<file path="src/rtl/referee_rq_ack.sv">
// Round-robin referee between two req/ack clients sharing one req/ack server port.
// Transactions run IDLE -> SERVE -> RESP; a silent server is answered with an all-ones timeout response.
module referee_rq_ack #(
  parameter int REQ_DATA_WIDTH = 8,
  parameter int ACK_DATA_WIDTH = 8,
  parameter int TIMEOUT_CYCLES = 16
) (
  input  logic                      clk,
  input  logic                      rst_n,
  input  logic                      client0_req,
  input  logic [REQ_DATA_WIDTH-1:0] client0_data_req,
  output logic                      client0_ack,
  output logic [ACK_DATA_WIDTH-1:0] client0_data_ack,
  input  logic                      client1_req,
  input  logic [REQ_DATA_WIDTH-1:0] client1_data_req,
  output logic                      client1_ack,
  output logic [ACK_DATA_WIDTH-1:0] client1_data_ack,
  output logic                      server_req,
  output logic [REQ_DATA_WIDTH-1:0] server_data_req,
  input  logic                      server_ack,
  input  logic [ACK_DATA_WIDTH-1:0] server_data_ack,
  output logic                      grant_id,
  output logic                      referee_timeout
);

  typedef enum logic [1:0] {IDLE, SERVE, RESP} state_t;

  // A zero-width counter is illegal, so the disabled-timeout build keeps one saturating bit.
  localparam int CNT_W = (TIMEOUT_CYCLES > 0) ? $clog2(TIMEOUT_CYCLES + 1) : 1;
  localparam logic [CNT_W-1:0] CNT_LIMIT = (TIMEOUT_CYCLES > 0) ? CNT_W'(TIMEOUT_CYCLES - 1) : '0;
  localparam logic [CNT_W-1:0] CNT_MAX   = '1;

  state_t                    state, state_nxt;
  logic [CNT_W-1:0]          cnt, cnt_nxt;
  logic                      last_served;
  logic                      grant_nxt;
  logic                      timeout_hit;
  logic                      server_req_nxt;
  logic [REQ_DATA_WIDTH-1:0] server_data_nxt;
  logic                      ack0_nxt, ack1_nxt, timeout_nxt;
  logic [ACK_DATA_WIDTH-1:0] data0_nxt, data1_nxt, rsp_data;

  assign timeout_hit = (TIMEOUT_CYCLES != 0) && (cnt == CNT_LIMIT);

  // State and registered outputs.
  // NOTE: clocked state uses non-blocking assignments so every register samples pre-edge values.
  always_ff @(posedge clk) begin
    if (!rst_n) begin
      state            <= IDLE;
      cnt              <= '0;
      last_served      <= 1'b1;
      grant_id         <= 1'b0;
      server_req       <= 1'b0;
      server_data_req  <= '0;
      client0_ack      <= 1'b0;
      client0_data_ack <= '0;
      client1_ack      <= 1'b0;
      client1_data_ack <= '0;
      referee_timeout  <= 1'b0;
    end else begin
      state            <= state_nxt;
      cnt              <= cnt_nxt;
      if (state == RESP) last_served <= grant_id;
      grant_id         <= grant_nxt;
      server_req       <= server_req_nxt;
      server_data_req  <= server_data_nxt;
      client0_ack      <= ack0_nxt;
      client0_data_ack <= data0_nxt;
      client1_ack      <= ack1_nxt;
      client1_data_ack <= data1_nxt;
      referee_timeout  <= timeout_nxt;
    end
  end

  // Next state, arbitration and timeout counter.
  // NOTE: every always_comb output gets a default first so no path can infer a latch.
  always_comb begin
    state_nxt = state;
    grant_nxt = grant_id;
    cnt_nxt   = '0;
    unique case (state)
      IDLE: begin
        if (client0_req && client1_req) begin
          grant_nxt = ~last_served;
          state_nxt = SERVE;
        end else if (client0_req) begin
          grant_nxt = 1'b0;
          state_nxt = SERVE;
        end else if (client1_req) begin
          grant_nxt = 1'b1;
          state_nxt = SERVE;
        end
      end
      SERVE: begin
        if (server_ack || timeout_hit) state_nxt = RESP;
        else cnt_nxt = (cnt == CNT_MAX) ? cnt : cnt + CNT_W'(1);
      end
      RESP:    state_nxt = IDLE;
      default: state_nxt = IDLE;
    endcase
  end

  // Next values of the registered outputs; server_ack wins over a coincident timeout.
  always_comb begin
    server_req_nxt  = 1'b0;
    server_data_nxt = server_data_req;
    ack0_nxt        = 1'b0;
    ack1_nxt        = 1'b0;
    data0_nxt       = '0;
    data1_nxt       = '0;
    timeout_nxt     = 1'b0;
    rsp_data        = server_ack ? server_data_ack : {ACK_DATA_WIDTH{1'b1}};
    unique case (state)
      IDLE: begin
        if (state_nxt == SERVE) begin
          server_req_nxt  = 1'b1;
          server_data_nxt = grant_nxt ? client1_data_req : client0_data_req;
        end
      end
      SERVE: begin
        if (state_nxt == RESP) begin
          timeout_nxt = !server_ack;
          if (grant_id) begin
            ack1_nxt  = 1'b1;
            data1_nxt = rsp_data;
          end else begin
            ack0_nxt  = 1'b1;
            data0_nxt = rsp_data;
          end
        end else begin
          server_req_nxt = 1'b1;
        end
      end
      default: ;
    endcase
  end

endmodule
</file>
<file path="config.mk">
export PLATFORM = sky130hd
export DESIGN_NAME = referee_rq_ack
export DESIGN_NICKNAME = d
export VERILOG_FILES = /design/src/rtl/referee_rq_ack.sv
export SDC_FILE = /design/constraint.sdc
export NUM_CORES = 1
export LEC_CHECK = 0
export BUFFER_PORTS_ARGS = -buffer_cell sky130_fd_sc_hd__buf_2
export CORE_ASPECT_RATIO = 0.8
export CORE_MARGIN = 3
export CORE_UTILIZATION = 45
export CTS_BUF_LIST = sky130_fd_sc_hd__clkbuf_2 sky130_fd_sc_hd__clkbuf_4 sky130_fd_sc_hd__clkbuf_8
export CTS_CLUSTER_SIZE = 12
export DETAILED_ROUTE_END_ITERATION = 16
export PLACE_DENSITY = 0.77
export SLEW_MARGIN = 20
export SYNTH_ARGS = -nofsm -noshare
export SYNTH_HDL_FRONTEND = slang
export SYNTH_SLANG_ARGS = --single-unit
</file>
<file path="constraint.sdc">
create_clock -name clk -period 2.5 [get_ports clk]
set_clock_uncertainty 0.05 [all_clocks]
set_input_delay 0.375 -clock clk [delete_from_list [all_inputs] [get_ports clk]]
set_output_delay 0.375 -clock clk [all_outputs]
set_load 0.005 [all_outputs]
</file>
==> summary.txt, run 1 <==
Outcome
  • Run status: finished clean

Placed design
  • Cell Count Post-Placement: 214
  • Worst slack at placement: 0.523 ns
  • Final weighted congestion of routability-driven global placement: 0.668
  • Quantity of I/O buffers inserted on ports: 57
  • Detailed Place HPWL: 2.08 mm
  • Total cell area at the placement stage: 1640 um2

Floorplan
  • Starting utilization of the core area: 48.0%
  • Die Area: 3660 um2
  • Site row count: 17
  • Die W: 66.9 um
  • Height of the die: 54.7 um
  • Number of top-level pins: 58
  • Core Area: 2790 um2

Final layout
  • Utilization after layout: 63.7%
  • Fraction of layout cells with a size suffix above 1: 40.8%
  • Top library cells by usage in the layout, fill and taps aside: buf_2 (57), dfxtp_1 (37), nor2_1 (26)
  • Inserted Diodes: 0
  • Number of fill cells in the layout: 217
  • Nets@finish: 215
  • Cell area after layout: 1770 um2
  • Most frequent standard cell in the layout excluding fill and tap cells: buf_2
  • Non-filler instance count after layout: 222
  • Layout area overhead: 32.8%

Timing
  • Least-Margin Pin Slew: 0.664 ns
  • Worst slew margin relative to its limit: 55.7%
  • Final critical-path setup slack: 0.603 ns
  • Final count of negative-setup-slack endpoints: 0
  • Final Hold Viols: 0
  • Final setup TNS: 0 ns
  • Unrepaired setup endpoints after global routing: false
  • Period utilization: 75.9%
  • Final Max Slew Viols: 0
  • Highest clock rate: 527 MHz
  • Minimum clock period after layout: 1.90 ns

Routing
  • Post-DR wirelength/cell: 12.0 um
  • Drt total wl: 2.67 mm
  • Routed met1 length: 1.09 mm
  • Routed wl met2: 1.34 mm
  • DR top layer: met4
  • DRC: 0
  • Via count of the routed design: 1,028
  • DR vias/cell: 4.63
  • Iteration-0 DRC count of the detailed router: 27
  • Number of search-and-repair iterations in the first detailed-routing pass: 4
  • Antenna-violating nets left: 0
  • Wire length on met3: 183 um

Yosys
  • Post-synthesis net count: 156
  • Sequential element share of the synthesized area: 55.4%
  • Count of state elements after synthesis: 37
  • Share of synthesized registers carrying an async set or reset: 0%
  • Number of enable-type register cells in the synthesized netlist: 0
  • Synth Cell Area: 1340 um2
  • Netlist cell types: 28
  • Warnings from Yosys: 0
  • Share of the synthesized area in the top cell type: 55.4%
  • Cells taking the most area after synthesis: dfxtp_1 (55%), o2bb2ai_2 (9.0%), mux2i_1 (7.5%)
  • Most used flip-flop cell after synthesis: dfxtp_1
  • Synth area leader: dfxtp_1
  • Mapped Cells: 124
  • Synth Area per Inst: 10.8 um2

Power and ir drop
  • Worst supply voltage drop on vdd: 0.424 mV
  • Leakage power total: 0.000926 uW
  • Power Density: 776 nW/um2

Worst setup path
  • Cell-by-cell trace of the critical path: or3b_1, a22oi_2, mux2i_1, o2bb2ai_2
  • Type of element capturing the critical path: flop
  • Arrival time worst endpoint: 2.02 ns
  • Largest stage delay on the critical path: 0.59 ns
  • Crit-path leading delay family: compound AO/OA/AOI/OAI gates
  • Crit-path slowest cell: a22oi_2
  • Crit path required time: 2.62 ns
  • Category of the most critical setup path: flop to flop
  • Startpoint types: flop
  • Combined buffer and inverter count along the critical path: 0
  • CP Max Fanout: 9

Clocking
  • Quantity of hold-fixing buffers added after cts: 0
  • Clock Tree Buf Depth: 2
  • Cells resized by post-CTS repair: 0
  • Clock latency at the later pin of the worst-skew pair: 0.29 ns
  • Sinks on the clock net: 37
  • Clock tree from TritonCTS: yes
  • Root buffer cell: clkbuf_8
  • Number of levels in the clock H-tree: 2
  • Clock-pin transition on the worst setup and hold timing paths: 0.07 ns
  • Number of CTS-inserted buffers: 5
  • Buffers inserted by post-CTS timing repair: 0

Run
  • # Max-Cap Violations: 0

Min path
  • Worst hold-check path type: primary input to flop

GRT
  • Initial antenna violation count: 0
  • First-pass GRT wire length: 4.08 mm
  • Global routing usage summed across all routing layers: 15.7%
  • Maximum number of pins on one net before global-route repair: 13
  • Vias in the first global route: 915
  • Aggregate global routing overflow: 0
final cells by class:
class | count | area, um2 | area share (%)
clock buffers | 5 | 68.8 | 3.88
clock inverters | 3 | 65.1 | 3.67
inverters | 4 | 15.0 | 0.846
multi-input cells | 78 | 552 | 31.1
flip-flops and latches | 37 | 741 | 41.7
well taps | 38 | 47.5 | 2.68
repair buffers | 57 | 285 | 16.1
metal layers:
| metal | up-vias | global-route usage (%) |
|---|---|---|
| li1 | 526 | - |
| met5 | - | 0 |
| met2 | 27 | 27.0 |
| met3 | 7 | 5.95 |
| met4 | 0 | 8.08 |
| met1 | 468 | 17.2 |
registers in the layout, indices dropped and copies added, names as in the netlist:
register          cells
client0_data_ack      8
referee_timeout       1
state                 2
cnt                   5
client1_ack           1
client1_data_ack      8
server_req            1
grant_id              1
last_served           1
client0_ack           1
server_data_req       8
stage by stage:
step / hold WS [ns] / total power [uW]
3_5_place_dp: 0.404 / 794
5_1_grt: 0.238 / 1440
6_report: 0.230 / 1380
2_1_floorplan: 0.387 / 738
4_1_cts: 0.226 / 1390
3_3_place_gp: 0.405 / 787
cell families (layout without fill, tap and decap cells):
family / after synthesis / after routing / synth area share, %
AOI/OAI and AO/OA: 12 / 12 / 11.2
xor gates and xnor gates: 3 / 3 / 1.97
muxes: 10 / 10 / 7.49
buffers and inverters: 9 / 69 / 3.28
and+or+nand+nor: 50 / 50 / 17.8
DFF: 37 / 37 / 55.4
adders and majority gates: 3 / 3 / 2.81
Yosys cell counts, types with 2 or more instances:
cell type	number
dfxtp_1	37
nor2_1	26
mux2i_1	10
nor2b_1	9
o2bb2ai_2	8
nand2_1	6
inv_1	4
ha_1	3
xor2_1	2
report_power, final:
| group | total (uW) | switching, uW | internal [uW] |
|---|---|---|---|
| clock | 598 | 202 | 396 |
| combinational | 140 | 70.0 | 70.4 |
| sequential | 639 | 18.9 | 620 |
worst paths after layout:
kind,slack [ns],start,to,cells past startpoint
worst max-delay path,0.60,state[1],server_data_req[1],4
worst min-delay path,0.23,rst_n,last_served,2
worst max register to register,0.60,state[1],server_data_req[1],4
worst min register to register,0.42,server_data_req[4],server_data_req[4],1
Power figures use the tool's default switching activity.
==> run 2, diff against run 1 <==
--- a/config.mk
+++ b/config.mk
@@ -8,7 +8,7 @@
 export BUFFER_PORTS_ARGS = -buffer_cell sky130_fd_sc_hd__buf_2
 export CORE_ASPECT_RATIO = 0.8
 export CORE_MARGIN = 3
-export CORE_UTILIZATION = 45
+export CORE_UTILIZATION = 43
 export CTS_BUF_LIST = sky130_fd_sc_hd__clkbuf_2 sky130_fd_sc_hd__clkbuf_4 sky130_fd_sc_hd__clkbuf_8
 export CTS_CLUSTER_SIZE = 12
 export DETAILED_ROUTE_END_ITERATION = 16
==> constraint.sdc (replaced) <==
create_clock -name clk -period 1.6 [get_ports clk]
set_clock_uncertainty 0.05 [all_clocks]
set_input_delay 0.24 -clock clk [delete_from_list [all_inputs] [get_ports clk]]
set_output_delay 0.24 -clock clk [all_outputs]
set_load 0.005 [all_outputs]
==> run 2 against run 1 <==
Net effect:
- the flow now finishes with violations (setup timing)
- core utilization grew 7.8 points
- die area increased by 4.2%
- hold slack got worse by 0.11 ns
==> summary.txt, run 2 (synthesis gave the netlist of run 1 again) <==
Outcome
  • Run status: finished, violations left
  • Violations in the final reports: setup timing

Clocking
  • Clock latency at the later pin of the worst-skew pair: 0.28 ns
  • Number of CTS-inserted buffers: 5
  • Clock Tree Buf Depth: 2
  • Root buffer cell: clkbuf_8
  • Clock tree from TritonCTS: yes
  • Number of levels in the clock H-tree: 2
  • Clock-pin transition on the worst setup and hold timing paths: 0.07 ns
  • Sinks on the clock net: 37

GRT
  • Maximum number of pins on one net before global-route repair: 12
  • Vias in the first global route: 1,144
  • Initial antenna violation count: 0
  • First-pass GRT wire length: 5.10 mm
  • Global routing usage summed across all routing layers: 17.9%
  • Aggregate global routing overflow: 0

Power and ir drop
  • Power Density: 1010 nW/um2
  • Leakage power total: 0.000988 uW
  • Worst supply voltage drop on vdd: 0.651 mV

Timing
  • Worst slew margin relative to its limit: 66.5%
  • Final critical-path setup slack: -0.0457 ns
  • Final Max Slew Viols: 0
  • Final setup TNS: -0.352 ns
  • Final count of negative-setup-slack endpoints: 13
  • Final Hold Viols: 0
  • Post-Route Hold Slack: 0.125 ns
  • Period utilization: 103%
  • Highest clock rate: 608 MHz
  • Minimum clock period after layout: 1.65 ns
  • Unrepaired setup endpoints after global routing: true
  • Least-Margin Pin Slew: 0.502 ns

Worst setup path
  • CP Max Fanout: 6
  • Flop-to-flop setup slack: -0.05 ns
  • Worst setup path endpoint: server_data_req[2]
  • Category of the most critical setup path: flop to flop
  • Type of element capturing the critical path: flop
  • Critical R2R Capture: server_data_req[2]
  • Arrival time worst endpoint: 1.76 ns
  • Critical path origin: state[1]
  • Startpoint types: flop
  • Crit path required time: 1.72 ns
  • Depth of the worst register-to-register path: 5
  • Worst r2r src: state[1]

Final layout
  • Non-filler instance count after layout: 235
  • Cell area after layout: 2050 um2
  • Most frequent standard cell in the layout excluding fill and tap cells: buf_2
  • Fraction of layout cells with a size suffix above 1: 58.9%
  • Nets@finish: 229
  • Inserted Diodes: 0
  • Top library cells by usage in the layout, fill and taps aside: buf_2 (57), dfxtp_1 (33), nor2_1 (15)
  • Layout area overhead: 53.7%
  • Biggest registers after layout: client0_data_ack: 8 flops, client1_data_ack: 8 flops, server_data_req: 8 flops

Run
  • # Max-Cap Violations: 0

Routing
  • Drt total wl: 3.46 mm
  • Number of search-and-repair iterations in the first detailed-routing pass: 4
  • Via count of the routed design: 1,130
  • DRC: 0
  • Post-DR wirelength/cell: 14.7 um
  • Iteration-0 DRC count of the detailed router: 33
  • DR vias/cell: 4.81
  • Antenna-violating nets left: 0

Floorplan
  • Site row count: 17
  • Core Area: 2870 um2
  • Die Area: 3820 um2
  • Height of the die: 55.9 um
  • Number of top-level pins: 58
  • Die W: 68.3 um
  • Starting utilization of the core area: 46.5%

Placed design
  • Quantity of I/O buffers inserted on ports: 57
  • Total cell area at the placement stage: 1710 um2
  • Final weighted congestion of routability-driven global placement: 0.709
  • Detailed Place HPWL: 2.28 mm
  • Cell Count Post-Placement: 222

Min path
  • Worst hold-check path type: primary input to flop
==> run 2: cell count changes in the layout (fill, tap and decap cells not counted), sizes merged <==
cell,before,now
bufinv,2,1
buf,57,71
==> run 2: worst min-delay path by stage <==
| stage | start | end | slack, ns | depth (start not counted) |
|---|---|---|---|---|
| detailed placement | rst_n | last_served | 0.40 | 2 |
| floorplan | rst_n | last_served | 0.25 | 1 |
| CTS | rst_n | last_served | 0.11 | 2 |
| global route | rst_n | last_served | 0.13 | 2 |
| global placement | rst_n | last_served | 0.39 | 2 |
| finish | rst_n | last_served | 0.12 | 2 |
==> run 2: critical path, cell delays in order, from the launching register on <==
cell,delay [ns]
dfxtp_2,0.33
or3b_4,0.39
a22oi_2,0.25
buf_6,0.19
mux2i_1,0.23
o2bb2ai_2,0.08
==> run 2: per-stage QoR <==
stage / setup WS [ns] / util (%) / total power (uW)
after floorplan: 0.0509 / - / 1150
after global placement: 0.0163 / 59.7 / 1250
after detailed placement: -0.176 / 59.7 / 1260
after CTS: -0.00649 / 67.2 / 2040
after global routing: -0.111 / 71.5 / 2160
final: -0.0457 / 71.5 / 2080
==> run 2: what timing repair did <==
action | CTS | global route
pin swaps | 2 | 10
resized for setup | 19 | 23
setup endpoints to repair | 20 | 26
gates cloned | 1 | 0
hold buffers | 0 | 0
buffers inserted | 2 | 3
==> run 2: report_power, final <==
part | internal, uW | switching, uW
combinational | 165 | 150
sequential | 970 | 33.4
clock | 453 | 308
==> run 2: layout make-up <==
cell class,instances,area (um2)
clock buffer,5,68.8
clock inverter,2,35.0
fill,206,818
inverter,4,15.0
multi-input combinational,78,714
sequential,37,746
tap,38,47.5
timing repair buffer,71,427
==> run 2: layer usage <==
layer  up-vias  track usage (%)  share of wire [%]
li1        555                -                  -
met1       536             17.9                 37
met2        33             33.4                 57
met3         6             5.05                4.9
met4         0             7.37                1.2
met5         -                0                  0
==> run 3, diff against run 2 <==
--- a/config.mk
+++ b/config.mk
@@ -13,6 +13,8 @@
 export CTS_CLUSTER_SIZE = 12
 export DETAILED_ROUTE_END_ITERATION = 16
 export PLACE_DENSITY = 0.77
+export SETUP_SLACK_MARGIN = 0.2
+export SKIP_LAST_GASP = 1
 export SLEW_MARGIN = 20
 export SYNTH_ARGS = -nofsm -noshare
 export SYNTH_HDL_FRONTEND = slang
==> run 3 against run 2 <==
Net effect:
- the run now ends clean
- wire length fell by 8.9%
- sequential power barely moved
- worst setup slack improved by 0.091 ns
- cell count rose by 0.43%
- non-clock buffer count fell by 1
- clock power rose by 26%
- core utilization fell by 1.1 points
- via count fell by 3.4%
- critical path depth did not move
- sequential share of layout area rose by 0.58 points
- die area did not move
==> summary.txt, run 3 (synthesis gave the netlist of run 1 again) <==
Outcome
  • Run status: finished clean

Worst setup path
  • Flop-to-flop setup slack: 0.05 ns
  • Crit-path leading delay family: simple AND/OR/NAND/NOR gates
  • Critical path origin: state[0]
  • Category of the most critical setup path: flop to flop
  • Type of element capturing the critical path: flop
  • Critical R2R Capture: server_data_req[0]
  • Number of cells on the critical path: 5
  • Depth of the worst register-to-register path: 5
  • Crit path required time: 1.73 ns
  • CP Max Fanout: 6
  • Combined buffer and inverter count along the critical path: 1
  • Worst setup path endpoint: server_data_req[0]
  • Worst r2r src: state[0]
  • Startpoint types: flop
  • Largest stage delay on the critical path: 0.39 ns
  • Arrival time worst endpoint: 1.69 ns
  • Crit-path slowest cell: or3b_4
  • Cell-by-cell trace of the critical path: or3b_4, a22oi_2, buf_6, mux2i_2, o2bb2ai_2

Placed design
  • Quantity of I/O buffers inserted on ports: 57
  • Cell Count Post-Placement: 217
  • Detailed Place HPWL: 2.23 mm
  • Worst slack at placement: 0.00605 ns
  • Final weighted congestion of routability-driven global placement: 0.749

Run
  • # Max-Cap Violations: 0

Clocking
  • Clock latency at the later pin of the worst-skew pair: 0.28 ns
  • Root buffer cell: clkbuf_8
  • Number of CTS-inserted buffers: 5
  • Clock Tree Buf Depth: 2
  • Clock tree from TritonCTS: yes
  • Clock-pin transition on the worst setup and hold timing paths: 0.07 ns
  • Number of levels in the clock H-tree: 2
  • Sinks on the clock net: 37
  • Quantity of hold-fixing buffers added after cts: 0

Routing
  • Number of search-and-repair iterations in the first detailed-routing pass: 3
  • Antenna-violating nets left: 0
  • DR vias/cell: 4.63
  • Via count of the routed design: 1,092
  • Post-DR wirelength/cell: 13.3 um
  • DRC: 0
  • Iteration-0 DRC count of the detailed router: 32
  • Drt total wl: 3.15 mm

Floorplan
  • Starting utilization of the core area: 46.5%
  • Die W: 68.3 um
  • Height of the die: 55.9 um
  • Number of top-level pins: 58
  • Die Area: 3820 um2
  • Site row count: 17
  • Core Area: 2870 um2

Timing
  • Highest clock rate: 643 MHz
  • Final critical-path setup slack: 0.0453 ns
  • Worst slew margin relative to its limit: 68.6%
  • Period utilization: 97.2%
  • Least-Margin Pin Slew: 0.471 ns
  • Post-Route Hold Slack: 0.101 ns
  • Final Hold Viols: 0
  • Minimum clock period after layout: 1.55 ns
  • Final Max Slew Viols: 0
  • Unrepaired setup endpoints after global routing: true
  • Final count of negative-setup-slack endpoints: 0

Final layout
  • Top library cells by usage in the layout, fill and taps aside: buf_2 (57), dfxtp_1 (33), nor2_1 (23)
  • Utilization after layout: 70.4%
  • Layout area overhead: 51.2%
  • Non-filler instance count after layout: 236
  • Fraction of layout cells with a size suffix above 1: 56.6%
  • Number of fill cells in the layout: 220
  • Biggest registers after layout: client0_data_ack: 8 flops, client1_data_ack: 8 flops, server_data_req: 8 flops
  • Inserted Diodes: 0
  • Nets@finish: 229
  • Most frequent standard cell in the layout excluding fill and tap cells: buf_2

GRT
  • Initial antenna violation count: 0
  • Vias in the first global route: 1,107
  • Global routing usage summed across all routing layers: 16.6%
  • Aggregate global routing overflow: 0
  • First-pass GRT wire length: 4.84 mm
  • Maximum number of pins on one net before global-route repair: 14

Min path
  • WHS Path Cells: 2
  • Worst hold-check path type: primary input to flop

Power and ir drop
  • Leakage power total: 0.000987 uW
  • Power Density: 1120 nW/um2
  • Worst supply voltage drop on vdd: 0.650 mV
[run 3: cell types whose count changed in the layout (fill, tap and decap cells not counted), moves of 2 or more]
cell	delta
nor2_4	-4
mux2i_4	-2
nor2_1	+8
buf_4	-2
buf_6	+3
mux2i_2	+3
nor2_2	-4
[run 3: how the worst min path moves through the flow]
stage / startpoint / to
2_1_floorplan: rst_n / last_served
3_3_place_gp: rst_n / last_served
3_5_place_dp: rst_n / last_served
4_1_cts: rst_n / last_served
5_1_grt: rst_n / last_served
6_report: rst_n / last_served
[run 3: layer usage]
metal / up-vias / share of wire [%] / global-route usage [%] / wire length (um)
li1: 552 / - / - / -
met1: 501 / 41 / 18.7 / 1300
met3: 9 / 5.7 / 4.85 / 181
met2: 30 / 51 / 28.6 / 1610
met4: 0 / 2.0 / 6.80 / 63
met5: - / 0 / 0 / 0
[run 3: metrics by stage]
stage | setup TNS [ns] | power, uW | cell area, um2
after floorplan | 0 | 1160 | 1380
after CTS | 0 | 2240 | 1920
after global placement | 0 | 1240 | 1700
after global routing | -0.0545 | 2340 | 2020
after detailed placement | 0 | 1260 | 1700
final | 0 | 2250 | 2020
[run 3: report_power, final]
part           switching, uW  leakage, uW  total, uW  internal [uW]
clock                    331    0.0000687        958            627
sequential              29.4     0.000303        999            970
combinational            139     0.000615        297            159
total                    499     0.000987       2250           1760
[run 3: final cells by class]
cell class | count | area, um2 | share of cell area (%)
tap | 38 | 47.5 | 2.35
inverter | 4 | 15.0 | 0.743
multi-input combinational | 79 | 677 | 33.5
timing repair buffer | 70 | 398 | 19.7
sequential | 37 | 746 | 36.9
clock buffer | 5 | 68.8 | 3.41
clock inverter | 3 | 68.8 | 3.41
[run 3: timing repair]
action,CTS,global route
pin swaps,7,4
resized for setup,12,14
gates cloned,1,0
setup buffers,4,6
endpoints found under the setup margin,31,32
